File: config.mk
export PLATFORM = sky130hd
export DESIGN_NAME = tdc_sweep
export DESIGN_NICKNAME = d
export VERILOG_FILES = /design/src/rtl/tdc_pkg.sv /design/src/rtl/tdc_chan_acc.sv /design/src/rtl/tdc_sweep.sv
export SDC_FILE = /design/constraint.sdc
export NUM_CORES = 1
export LEC_CHECK = 0
export CORE_ASPECT_RATIO = 2
export CORE_MARGIN = 5
export CORE_UTILIZATION = 50
export DETAILED_ROUTE_END_ITERATION = 10
export HOLD_SLACK_MARGIN = 0.08
export PLACE_DENSITY = 0.72
export SETUP_SLACK_MARGIN = 0.02
export SLEW_MARGIN = 20
export SYNTH_ARGS = -nofsm -noshare
export SYNTH_HDL_FRONTEND = slang
export SYNTH_HIERARCHICAL = 1
export SYNTH_SLANG_ARGS = --single-unit
export TNS_END_PERCENT = 20
File: constraint.sdc
create_clock -name clk100 -period 3.2 [get_ports clk100]
set_input_delay 0.64 -clock clk100 [delete_from_list [all_inputs] [get_ports clk100]]
set_output_delay 0.64 -clock clk100 [all_outputs]
set_load 0.1 [all_outputs]
File: src/rtl/tdc_pkg.sv
// Shared constants for the TDC phase-sweep controller: FSM encoding,
// settle/timeout limits and a saturating increment helper.
package tdc_pkg;

    localparam logic [2:0] ST_IDLE   = 3'd0;
    localparam logic [2:0] ST_SETTLE = 3'd1;
    localparam logic [2:0] ST_ACCUM  = 3'd2;
    localparam logic [2:0] ST_EMIT   = 3'd3;
    localparam logic [2:0] ST_STEP   = 3'd4;

    localparam int SETTLE_PERIODS = 2;
    localparam int TIMEOUT        = 255;

    // Counters are at most 16 bits wide, so the helper works on 16-bit values.
    function automatic logic [15:0] sat_inc(input logic [15:0] value, input logic [15:0] max);
        return (value >= max) ? max : value + 16'd1;
    endfunction

endpackage

File: src/rtl/tdc_chan_acc.sv
// One TDC channel: captures its echo pin at the capture instant and counts
// hits one cycle later, saturating at the all-ones value.
module tdc_chan_acc
    import tdc_pkg::*;
#(
    parameter int CNT_W = 8
) (
    input  logic             clk,
    input  logic             rst_n,
    input  logic             clear,
    input  logic             cap_en,
    input  logic             echo,
    output logic [CNT_W-1:0] count
);

    localparam logic [15:0] CNT_MAX = 16'((32'd1 << CNT_W) - 32'd1);

    logic sample;
    logic hit_pend;

    // The echo pin is registered directly; metastability here is the measurement.
    always_ff @(posedge clk or negedge rst_n) begin
        if (!rst_n) begin
            sample   <= 1'b0;
            hit_pend <= 1'b0;
            count    <= '0;
        end else begin
            hit_pend <= cap_en;
            if (cap_en) begin
                sample <= echo;
            end
            if (clear) begin
                count <= '0;
            end else if (hit_pend && sample) begin
                count <= CNT_W'(sat_inc(16'(count), CNT_MAX));
            end
        end
    end

endmodule

File: src/rtl/tdc_sweep.sv
// PLL phase sweep controller: steps the PLL phase up then down, accumulating
// echo hits per channel at each position and emitting one record per channel.
module tdc_sweep
    import tdc_pkg::*;
#(
    parameter int CHANNELS  = 2,
    parameter int PERIOD    = 64,
    parameter int STEPS     = 128,
    parameter int REPS      = 16,
    parameter int CNT_W     = 8,
    parameter int STEP_TIME = 8,
    localparam int CHAN_W   = (CHANNELS > 1) ? $clog2(CHANNELS) : 1
) (
    input  logic                clk100,
    input  logic                wlocked,
    input  logic [CHANNELS-1:0] echo_in,
    input  logic [7:0]          cap_time,
    input  logic                start,
    input  logic                continuous,
    input  logic                stop,
    output logic                phase_step,
    output logic                phase_updown,
    input  logic                phase_done,
    output logic [7:0]          period_cnt,
    output logic                rec_valid,
    input  logic                rec_ready,
    output logic [7:0]          rec_step,
    output logic                rec_dir,
    output logic [CHAN_W-1:0]   rec_chan,
    output logic [CNT_W-1:0]    rec_count,
    output logic                busy,
    output logic                err_timeout,
    output logic                err_captime
);

    localparam logic [7:0]        PERIOD_LAST = 8'(PERIOD - 1);
    localparam logic [7:0]        STEP_T      = 8'(STEP_TIME);
    localparam logic [7:0]        REPS_L      = 8'(REPS);
    localparam logic [7:0]        IDX_LAST    = 8'(STEPS - 1);
    localparam logic [7:0]        TIMER_LAST  = 8'(TIMEOUT - 1);
    localparam logic [1:0]        SETTLE_LAST = 2'(SETTLE_PERIODS - 1);
    localparam logic [CHAN_W-1:0] CHAN_LAST   = CHAN_W'(CHANNELS - 1);

    logic [2:0]        state;
    logic [1:0]        settle_cnt;
    logic [7:0]        rep_cnt;
    logic [7:0]        idx;
    logic              dir;
    logic              stop_lat;
    logic              req_sent;
    logic [7:0]        timer;
    logic              cap_d;

    logic              wrap;
    logic              cap_ok;
    logic              cap_en;
    logic              clear_cnt;
    logic [CHAN_W-1:0] chan_nxt;
    logic [7:0]        idx_next;
    logic              dir_next;
    logic              sweep_end;
    logic [CNT_W-1:0]  counts [CHANNELS];

    assign busy      = (state != ST_IDLE);
    assign wrap      = (period_cnt == PERIOD_LAST);
    assign cap_ok    = (cap_time <= PERIOD_LAST);
    assign cap_en    = (state == ST_ACCUM) && cap_ok && (period_cnt == cap_time) && (rep_cnt != REPS_L);
    assign clear_cnt = (state == ST_SETTLE) && wrap && (settle_cnt == SETTLE_LAST);
    assign chan_nxt  = rec_chan + 1'b1;

    always_ff @(posedge clk100 or negedge wlocked) begin
        if (!wlocked) begin
            period_cnt <= '0;
        end else if (wrap) begin
            period_cnt <= '0;
        end else begin
            period_cnt <= period_cnt + 8'd1;
        end
    end

    for (genvar g = 0; g < CHANNELS; g++) begin : g_chan
        tdc_chan_acc #(
            .CNT_W (CNT_W)
        ) u_acc (
            .clk    (clk100),
            .rst_n  (wlocked),
            .clear  (clear_cnt),
            .cap_en (cap_en),
            .echo   (echo_in[g]),
            .count  (counts[g])
        );
    end

    // Position after the current step; the down leg ends once it is back at 0.
    always_comb begin
        idx_next  = idx;
        dir_next  = dir;
        sweep_end = !dir && (idx == 8'd0);
        if (dir) begin
            idx_next = idx + 8'd1;
            if (idx_next == IDX_LAST) begin
                dir_next = 1'b0;
            end
        end else if (idx != 8'd0) begin
            idx_next = idx - 8'd1;
        end
    end

    always_ff @(posedge clk100 or negedge wlocked) begin
        if (!wlocked) begin
            state        <= ST_IDLE;
            settle_cnt   <= '0;
            rep_cnt      <= '0;
            idx          <= '0;
            dir          <= 1'b1;
            stop_lat     <= 1'b0;
            req_sent     <= 1'b0;
            timer        <= '0;
            cap_d        <= 1'b0;
            phase_step   <= 1'b0;
            phase_updown <= 1'b0;
            rec_valid    <= 1'b0;
            rec_step     <= '0;
            rec_dir      <= 1'b0;
            rec_chan     <= '0;
            rec_count    <= '0;
            err_timeout  <= 1'b0;
            err_captime  <= 1'b0;
        end else begin
            cap_d       <= cap_en;
            err_captime <= !cap_ok;
            if (stop && busy) begin
                stop_lat <= 1'b1;
            end
            case (state)
                ST_IDLE: begin
                    if (start && !stop) begin
                        state      <= ST_SETTLE;
                        settle_cnt <= '0;
                        idx        <= '0;
                        dir        <= 1'b1;
                        stop_lat   <= 1'b0;
                    end
                end
                ST_SETTLE: begin
                    if (wrap) begin
                        if (settle_cnt == SETTLE_LAST) begin
                            state   <= ST_ACCUM;
                            rep_cnt <= '0;
                        end else begin
                            settle_cnt <= settle_cnt + 2'd1;
                        end
                    end
                end
                ST_ACCUM: begin
                    // Without a valid capture instant, whole periods stand in for captures.
                    if (cap_en || (!cap_ok && wrap && rep_cnt != REPS_L)) begin
                        rep_cnt <= rep_cnt + 8'd1;
                    end
                    // Wait one more cycle after the last capture so its hit is counted.
                    if (rep_cnt == REPS_L && !cap_d) begin
                        state     <= ST_EMIT;
                        rec_valid <= 1'b1;
                        rec_chan  <= '0;
                        rec_count <= counts[0];
                        rec_step  <= idx;
                        rec_dir   <= dir;
                    end
                end
                ST_EMIT: begin
                    if (rec_ready) begin
                        if (rec_chan == CHAN_LAST) begin
                            rec_valid    <= 1'b0;
                            state        <= ST_STEP;
                            req_sent     <= 1'b0;
                            phase_updown <= dir;
                        end else begin
                            rec_chan  <= chan_nxt;
                            rec_count <= counts[chan_nxt];
                        end
                    end
                end
                ST_STEP: begin
                    if (!phase_step && !req_sent && period_cnt == STEP_T) begin
                        phase_step <= 1'b1;
                        req_sent   <= 1'b1;
                        timer      <= '0;
                    end else if (phase_step) begin
                        if (phase_done || timer == TIMER_LAST) begin
                            phase_step <= 1'b0;
                            if (!phase_done) begin
                                err_timeout <= 1'b1;
                            end
                            idx        <= idx_next;
                            dir        <= dir_next;
                            settle_cnt <= '0;
                            if (stop_lat || (sweep_end && !continuous)) begin
                                state    <= ST_IDLE;
                                stop_lat <= 1'b0;
                            end else if (sweep_end) begin
                                state <= ST_SETTLE;
                                idx   <= '0;
                                dir   <= 1'b1;
                            end else begin
                                state <= ST_SETTLE;
                            end
                        end else begin
                            timer <= timer + 8'd1;
                        end
                    end
                end
                default: begin
                    state <= ST_IDLE;
                end
            endcase
        end
    end

endmodule

==> results.tsv, run 1 <==
stage	metric	value	unit
synthesis	ys_warn_count	6	
pwr	peakVddDrop	358	µV
global_route	grt_pass1_vias	3772	
final_layout	antenna_cells	0	
clocking	cts_tree	yes	
floorplan	rows	49	
setup_path	cp_data_arrival_time	2.80	ns
synthesis	syn_inst	441	
setup_path	r2r_slack	0.75	ns
placed_design	gp_congestion	0.848	
clocking	post_cts_buffers	0	
timing	drv_slew	0	
global_route	grt_max_degree	56	
floorplan	core	8950	µm²
floorplan	die_h	145	µm
synthesis	synth_ff_type	dfrtp_1	
drt	dr.pass1.iters	4	
final_layout	area_growth	17.7	%
worst_hold_path	holdCritPathClass	input port to async pin	
clocking	cts_buffers	9	
pwr	p_leak	2.39	nW
timing	finalHoldViolCount	0	
timing	setup_violations	0	
synthesis	async_reset_ff_frac	1.00	
drt	first_iter_violations	168	
drt	wl	11.2	mm
run_status	status	finished clean	
timing	tightest_slew	1.02	ns
clocking	htreeDepth	3	
final_layout	final_layout_size_suffix_gt1_frac	0.166	
pwr	switchingPower	1.14	mW
timing	max_freq	387	MHz
final_layout	nets	520	
setup_path	required	3.42	ns
clocking	ctsHoldBuffers	0	
floorplan	initial_core_util	0.506	
pwr	pwr-share-clk	0.346	
pwr	power_density	608	nW/µm²
global_route	antenna_found_initial	0	
drt	vias_per_cell	6.21	
synthesis	synthesis.nets	471	
timing	fin_crit_sh	0.808	
setup_path	crit_end	rep_cnt[1]	
setup_path	critical_path_class	input port to register	
clocking	clk_pin_slew	0.06	ns
global_route	overflow	0	
synthesis	synth-seq-area-share	0.464	
timing	rsz0062_at_grt	no	
drt	vias	3708	
pwr	swShare	0.351	
setup_path	timing.rr.end	rec_count[5]	
timing	setup_tns	0	ns
drt	routedWlPerCell	18.8	µm
clocking	cts-root-buf	clkbuf_16	
setup_path	r2r-start	rep_cnt[0]	
setup_path	worst_path_max_delay_cell	or4_1	
synthesis	syn_avg_cell_area	10.3	µm²
setup_path	path_cells	clkdlybuf4s50_1, or4_1, nor4_2, a22oi_1, nor3_2, mux2_2	
pwr	seq_power_share	0.392	
timing	finClkSkew	0.00571	ns
setup_path	critPathLaunchType	input port	
job	maxCapViolCount	0	
setup_path	path_max_fanout	12	
drt	ant_nets	0	
drt	drcViolationCount	0	
synthesis	synth_edf_count	0	
setup_path	cp-startpoint	cap_time[7]	
placed_design	portBuffers	48	
pwr	total_power	3.24	mW
pwr	power.internal	2.10	mW
synthesis	synth.distinct_cells	67	
floorplan	ios	49	
setup_path	endpoint_kind	register	
setup_path	ff2ff_path_depth	7	
floorplan	die_w	77.3	µm
clocking	clock_path_buffers	2	
synthesis	synth_seq_cells	84	
setup_path	slowest_delay	0.50	ns
synthesis	syn_area	4530	µm²
pwr	combPwrFrac	0.262	
clocking	post_cts_resized	0	
timing	finalCriticalPeriod	2.59	ns
timing	slew-limit-headroom	0.313	
global_route	grt_pass1_wl	18.6	mm
final_layout	nFillCells	773	
floorplan	die_area	11200	µm²
clocking	clock-sinks	84	
clocking	clk_latency	0.34	ns
global_route	track_usage	0.209	
placed_design	post-dp-hpwl	8.30	mm
[placed cells by master, fill, tap and decap left out, drive strengths merged, types with 3 or more instances in the layout]
| master | Yosys | routed |
|---|---|---|
| mux2i | 13 | 13 |
| nor3b | 7 | 7 |
| a31oi | 9 | 9 |
| xor2 | 13 | 13 |
| a211oi | 10 | 10 |
| o21ai | 30 | 30 |
| and4 | 5 | 5 |
| clkbuf | 6 | 9 |
| clkinv | 0 | 3 |
| nand3 | 16 | 16 |
| nor4 | 5 | 5 |
| nor2b | 3 | 3 |
| or2 | 3 | 3 |
| ha | 13 | 13 |
| mux2 | 17 | 17 |
| or3 | 9 | 9 |
| a21oi | 22 | 22 |
| or3b | 3 | 3 |
| o21a | 5 | 5 |
| or4 | 5 | 5 |
| nand2 | 35 | 35 |
| and2 | 4 | 4 |
| a22oi | 3 | 3 |
| clkdlybuf4s50 | 0 | 15 |
| inv | 12 | 12 |
| nand2b | 5 | 5 |
| o31ai | 3 | 3 |
| nor3 | 10 | 10 |
| buf | 8 | 37 |
| nand4 | 6 | 6 |
| and3 | 15 | 15 |
| a41oi | 4 | 4 |
| xnor2 | 4 | 4 |
| dfrtp | 83 | 83 |
| o21bai | 4 | 4 |
| nor2 | 26 | 26 |
| a32o | 3 | 3 |
[cell families after synthesis]
kind of cell,synth area share
AND/OR/NAND/NOR,0.212
AO/OA/AOI/OAI,0.156
flip-flops,0.464
multiplexers,0.0710
buffers and inverters,0.0279
XOR/XNOR,0.0329
adder cells (fa/ha/maj),0.0359
[power groups by stage]
stage,Combinational (mW),Sequential [mW],Clock [mW]
2_1_floorplan,0.502,1.42,0
3_3_place_gp,0.836,1.28,0
3_5_place_dp,0.850,1.29,0
4_1_cts,0.853,1.27,1.15
5_1_grt,0.918,1.29,1.21
6_report,0.850,1.27,1.12
[flip-flops by register name (all words and copies together) (netlist names), 2 cells and up]
| name | flops |
|---|---|
| rep_cnt | 8 |
| idx | 8 |
| state | 3 |
| rec_count | 8 |
| rec_step | 8 |
| g_chan.u_acc/count | 16 |
| timer | 8 |
| settle_cnt | 2 |
| g_chan.u_acc/hit_pend | 2 |
| period_cnt | 8 |
| g_chan.u_acc/sample | 2 |
[per-layer routing]
layer  wire, µm  up-vias  track usage  part of all wire
met5          0        -            0                 0
li1           -     1740            -                 -
met1       4140     1863        0.219              0.37
met2       6400       78        0.394              0.57
met4        348        0       0.0978             0.031
met3        342       27       0.0405             0.030
[Yosys cell counts, drive strengths merged (2+ instances only)]
cell	number	area, µm²
o31ai	3	22.5
or4	5	37.5
or3b	3	28.8
or2	3	18.8
a21o	2	15.0
clkbuf	6	22.5
or3	9	56.3
xor2	13	114
a311oi	2	17.5
nor2	26	100
ha	13	163
o21a	5	37.5
a21oi	22	110
dfrtp	83	2080
a211o	2	17.5
and4	5	43.8
inv	12	45.0
o41ai	2	17.5
a211oi	10	75.1
nor2b	3	18.8
mux2i	13	130
nand2b	5	31.3
o21bai	4	30.0
nor3b	7	72.6
nand2	35	136
nand4	6	37.5
and2	4	25.0
o21ai	30	154
xnor2	4	35.0
nor3	10	65.1
buf	8	58.8
a32o	3	30.0
a41oi	4	35.0
a22oi	3	22.5
nor4	5	65.1
and3	15	96.3
nand3	16	80.1
a31oi	9	56.3
mux2	17	191
[critical path, delay by kind of cell]
family	cells	cell delay, ns
simple gates	3	1.03
mux	1	0.38
compound gates	1	0.35
buf+inv	1	0.41
[final cells by class]
type | instances | area [µm²] | share of cell area
flip-flops and latches | 84 | 2100 | 0.394
clock buffers | 9 | 225 | 0.0422
repair buffers | 52 | 428 | 0.0802
clock inverters | 7 | 101 | 0.0190
inverters | 12 | 45.0 | 0.00845
well taps | 102 | 128 | 0.0239
multi-input cells | 331 | 2300 | 0.432
[how the worst min path moves through the flow]
stage,from,to,slack (ns),cells after the start
global placement,err_timeout,err_timeout,0.44,1
CTS,wlocked,timer[6],0.38,1
floorplan,wlocked,cap_d,0.34,0
finish,wlocked,timer[6],0.36,1
global route,wlocked,timer[6],0.40,1
detailed placement,err_timeout,err_timeout,0.45,1
[metrics by stage]
| step | instance area (µm²) | instances | hold WS, ns | setup WS [ns] | util |
|---|---|---|---|---|---|
| 2_1_floorplan | 4530 | 441 | 0.344 | 0.587 | - |
| 3_3_place_gp | 5010 | 581 | 0.444 | 0.369 | 0.559 |
| 3_5_place_dp | 5010 | 581 | 0.450 | 0.290 | 0.559 |
| 4_1_cts | 5330 | 597 | 0.379 | 0.643 | 0.596 |
| 5_1_grt | 5330 | 597 | 0.401 | 0.505 | 0.596 |
| 6_report | 5330 | 597 | 0.360 | 0.613 | 0.596 |
Power figures use the tool's default switching activity.
==> run 2: changes to the inputs <==
- clock period: 3.2 -> 2.5 ns (I/O delays scaled with it)
==> run 2 against run 1 <==
  * Via count shrank 0.84%
  * Hold slack got worse by 0.26 ns
  * Register-to-register slack lost 0.47 ns
  * First-iteration DRC count increased by 26%
  * Combinational power grew 36%
  * Clock power grew 21%
  * Clock skew is 0.0027 ns higher
  * Critical path depth unchanged
  * Global-route usage down 0.22 points
  * Non-clock buffer count is 11 higher
  * Final cell count increased by 1.8%
  * Sequential power is 25% higher
  * Critical path type unchanged
  * Largest cell class unchanged
==> results.tsv, run 2 (synthesis gave the netlist of run 1 again) <==
stage	metric	value	unit	change
global_route	antenna_found_initial	0		unchanged
setup_path	critPathLaunchType	input port		unchanged
timing	setup_violations	0		unchanged
setup_path	worst_path_max_delay_cell	or4_1		unchanged
clocking	post_cts_resized	0		unchanged
timing	setup_tns	0	ns	unchanged
pwr	p_leak	2.44	nW	was 2.39 nW
timing	drv_slew	0		unchanged
global_route	track_usage	0.207		was 0.209
final_layout	antenna_cells	0		unchanged
drt	routedWlPerCell	18.0	µm	was 18.8 µm
placed_design	portBuffers	48		unchanged
final_layout	final_core_util	0.605		was 0.596
floorplan	die_w	77.3	µm	unchanged
floorplan	core	8950	µm²	unchanged
clocking	clock-sinks	84		unchanged
placed_design	gp_congestion	0.892		was 0.848
floorplan	die_area	11200	µm²	unchanged
setup_path	critical_path_class	input port to register		unchanged
final_layout	top_register	g_chan.u_acc/count		unchanged
final_layout	nets	531		was 520
setup_path	r2r-start	period_cnt[7]		was rep_cnt[0]
timing	finalCriticalPeriod	2.29	ns	
global_route	grt_pass1_vias	3880		was 3772
clocking	clock_path_buffers	2		unchanged
clocking	post_cts_buffers	0		unchanged
final_layout	largest_reg_flops	16		unchanged
job	maxCapViolCount	0		unchanged
setup_path	slowest_delay	0.55	ns	was 0.50 ns
global_route	overflow	0		unchanged
placed_design	post-dp-hpwl	8.41	mm	was 8.30 mm
setup_path	cp_data_arrival_time	2.54	ns	was 2.80 ns
final_layout	area_growth	19.4	%	was 17.7%
timing	tightest_slew	0.765	ns	was 1.02 ns
global_route	grt_max_degree	53		was 56
clocking	clk_pin_slew	0.06	ns	about the same
setup_path	path_max_fanout	9		was 12
setup_path	timing.rr.end	rep_cnt[4]		was rec_count[5]
drt	vias_per_cell	6.05		was 6.21
floorplan	initial_core_util	0.506		unchanged
final_layout	nFillCells	752		was 773
timing	rsz0062_at_grt	no		unchanged
timing	slew-limit-headroom	0.490		was 0.313
clocking	htreeDepth	3		unchanged
setup_path	required	2.75	ns	was 3.42 ns
final_layout	layout_commonest_cell	dfrtp_1		unchanged
placed_design	pre_cts_ws	-0.146	ns	was 0.290 ns
timing	max_freq	437	MHz	
run_status	status	finished clean		unchanged
floorplan	ios	49		unchanged
timing	whs	0.0987	ns	was 0.360 ns
pwr	peakVddDrop	552	µV	was 358 µV
final_layout	final_layout_size_suffix_gt1_frac	0.192		was 0.166
clocking	clk_latency	0.34	ns	about the same
setup_path	ff2ff_path_depth	5		was 7
floorplan	rows	49		unchanged
timing	finClkSkew	0.00843	ns	was 0.00571 ns
drt	dr.pass1.iters	4		unchanged
drt	ant_nets	0		unchanged
setup_path	path_cells	clkdlybuf4s50_1, or4_1, nor4_2, a22oi_1, or4_1, o211ai_1		was clkdlybuf4s50_1, or4_1, nor4_2, a22oi_1, nor3_2, mux2_2
drt	vias	3677		was 3708
clocking	cts-root-buf	clkbuf_16		unchanged
clocking	cts_tree	yes		unchanged
drt	wl	11.0	mm	was 11.2 mm
global_route	grt_pass1_wl	18.5	mm	was 18.6 mm
clocking	ctsHoldBuffers	0		unchanged
worst_hold_path	holdCritPathClass	input port to async pin		unchanged
floorplan	die_h	145	µm	unchanged
setup_path	endpoint_kind	register		unchanged
clocking	cts_buffers	9		unchanged
timing	fin_crit_sh	0.916		
setup_path	r2r_slack	0.28	ns	was 0.75 ns
timing	worst_slack	0.210	ns	was 0.613 ns
final_layout	layout_common_cells	dfrtp_1 (78), buf_4 (47), nand2_1 (33)		was dfrtp_1 (83), buf_4 (37), nand2_1 (33)
setup_path	crit_top_cell	or4_1		
drt	first_iter_violations	212		was 168
timing	finalHoldViolCount	0		unchanged
drt	drcViolationCount	0		unchanged
pwr	power_density	759	nW/µm²	was 608 nW/µm²
==> run 2: layer usage <==
layer | track usage | up-vias | wire, µm
li1 | - | 1762 | -
met1 | 0.213 | 1790 | 3930
met2 | 0.389 | 94 | 6230
met3 | 0.0393 | 31 | 351
met4 | 0.106 | 0 | 452
met5 | 0 | - | 0
==> run 2: power breakdown <==
part | switching [mW] | leakage (nW) | internal (mW)
clock | 0.527 | 0.149 | 0.825
sequential | 0.129 | 1.11 | 1.46
combinational | 0.777 | 1.18 | 0.386
==> run 2: layout make-up <==
cell class | count | area [µm²] | area share
Timing Repair Buffer | 63 | 523 | 0.0966
Sequential cell | 84 | 2110 | 0.390
Multi-Input combinational cell | 331 | 2300 | 0.425
Tap cell | 102 | 128 | 0.0236
Inverter | 12 | 45.0 | 0.00832
Clock buffer | 12 | 256 | 0.0474
Clock inverter | 4 | 47.5 | 0.00879
==> run 2: how the worst max path moves through the flow <==
stage / end / slack, ns / startpoint / depth (start not counted)
final: rep_cnt[4] / 0.21 / cap_time[7] / 6
after global routing: rep_cnt[4] / 0.05 / cap_time[7] / 6
after global placement: rep_cnt[4] / -0.09 / cap_time[7] / 6
after CTS: rep_cnt[4] / 0.20 / cap_time[7] / 6
after floorplan: rep_cnt[6] / 0.09 / period_cnt[5] / 6
after detailed placement: rep_cnt[4] / -0.15 / cap_time[7] / 6
==> run 2: worst max-delay path, delay by kind of cell <==
family | cells | cell delay, ns
AOI/OAI and AO/OA | 2 | 0.38
and+or+nand+nor | 3 | 1.25
buffers and inverters | 1 | 0.40
==> run 2: metrics by stage <==
stage | instances | power [mW] | cell area, µm²
after global placement | 592 | 2.76 | 5110
final | 608 | 4.11 | 5410
after global routing | 608 | 4.33 | 5410
after CTS | 608 | 4.14 | 5410
after detailed placement | 592 | 2.78 | 5110
after floorplan | 441 | 2.46 | 4540
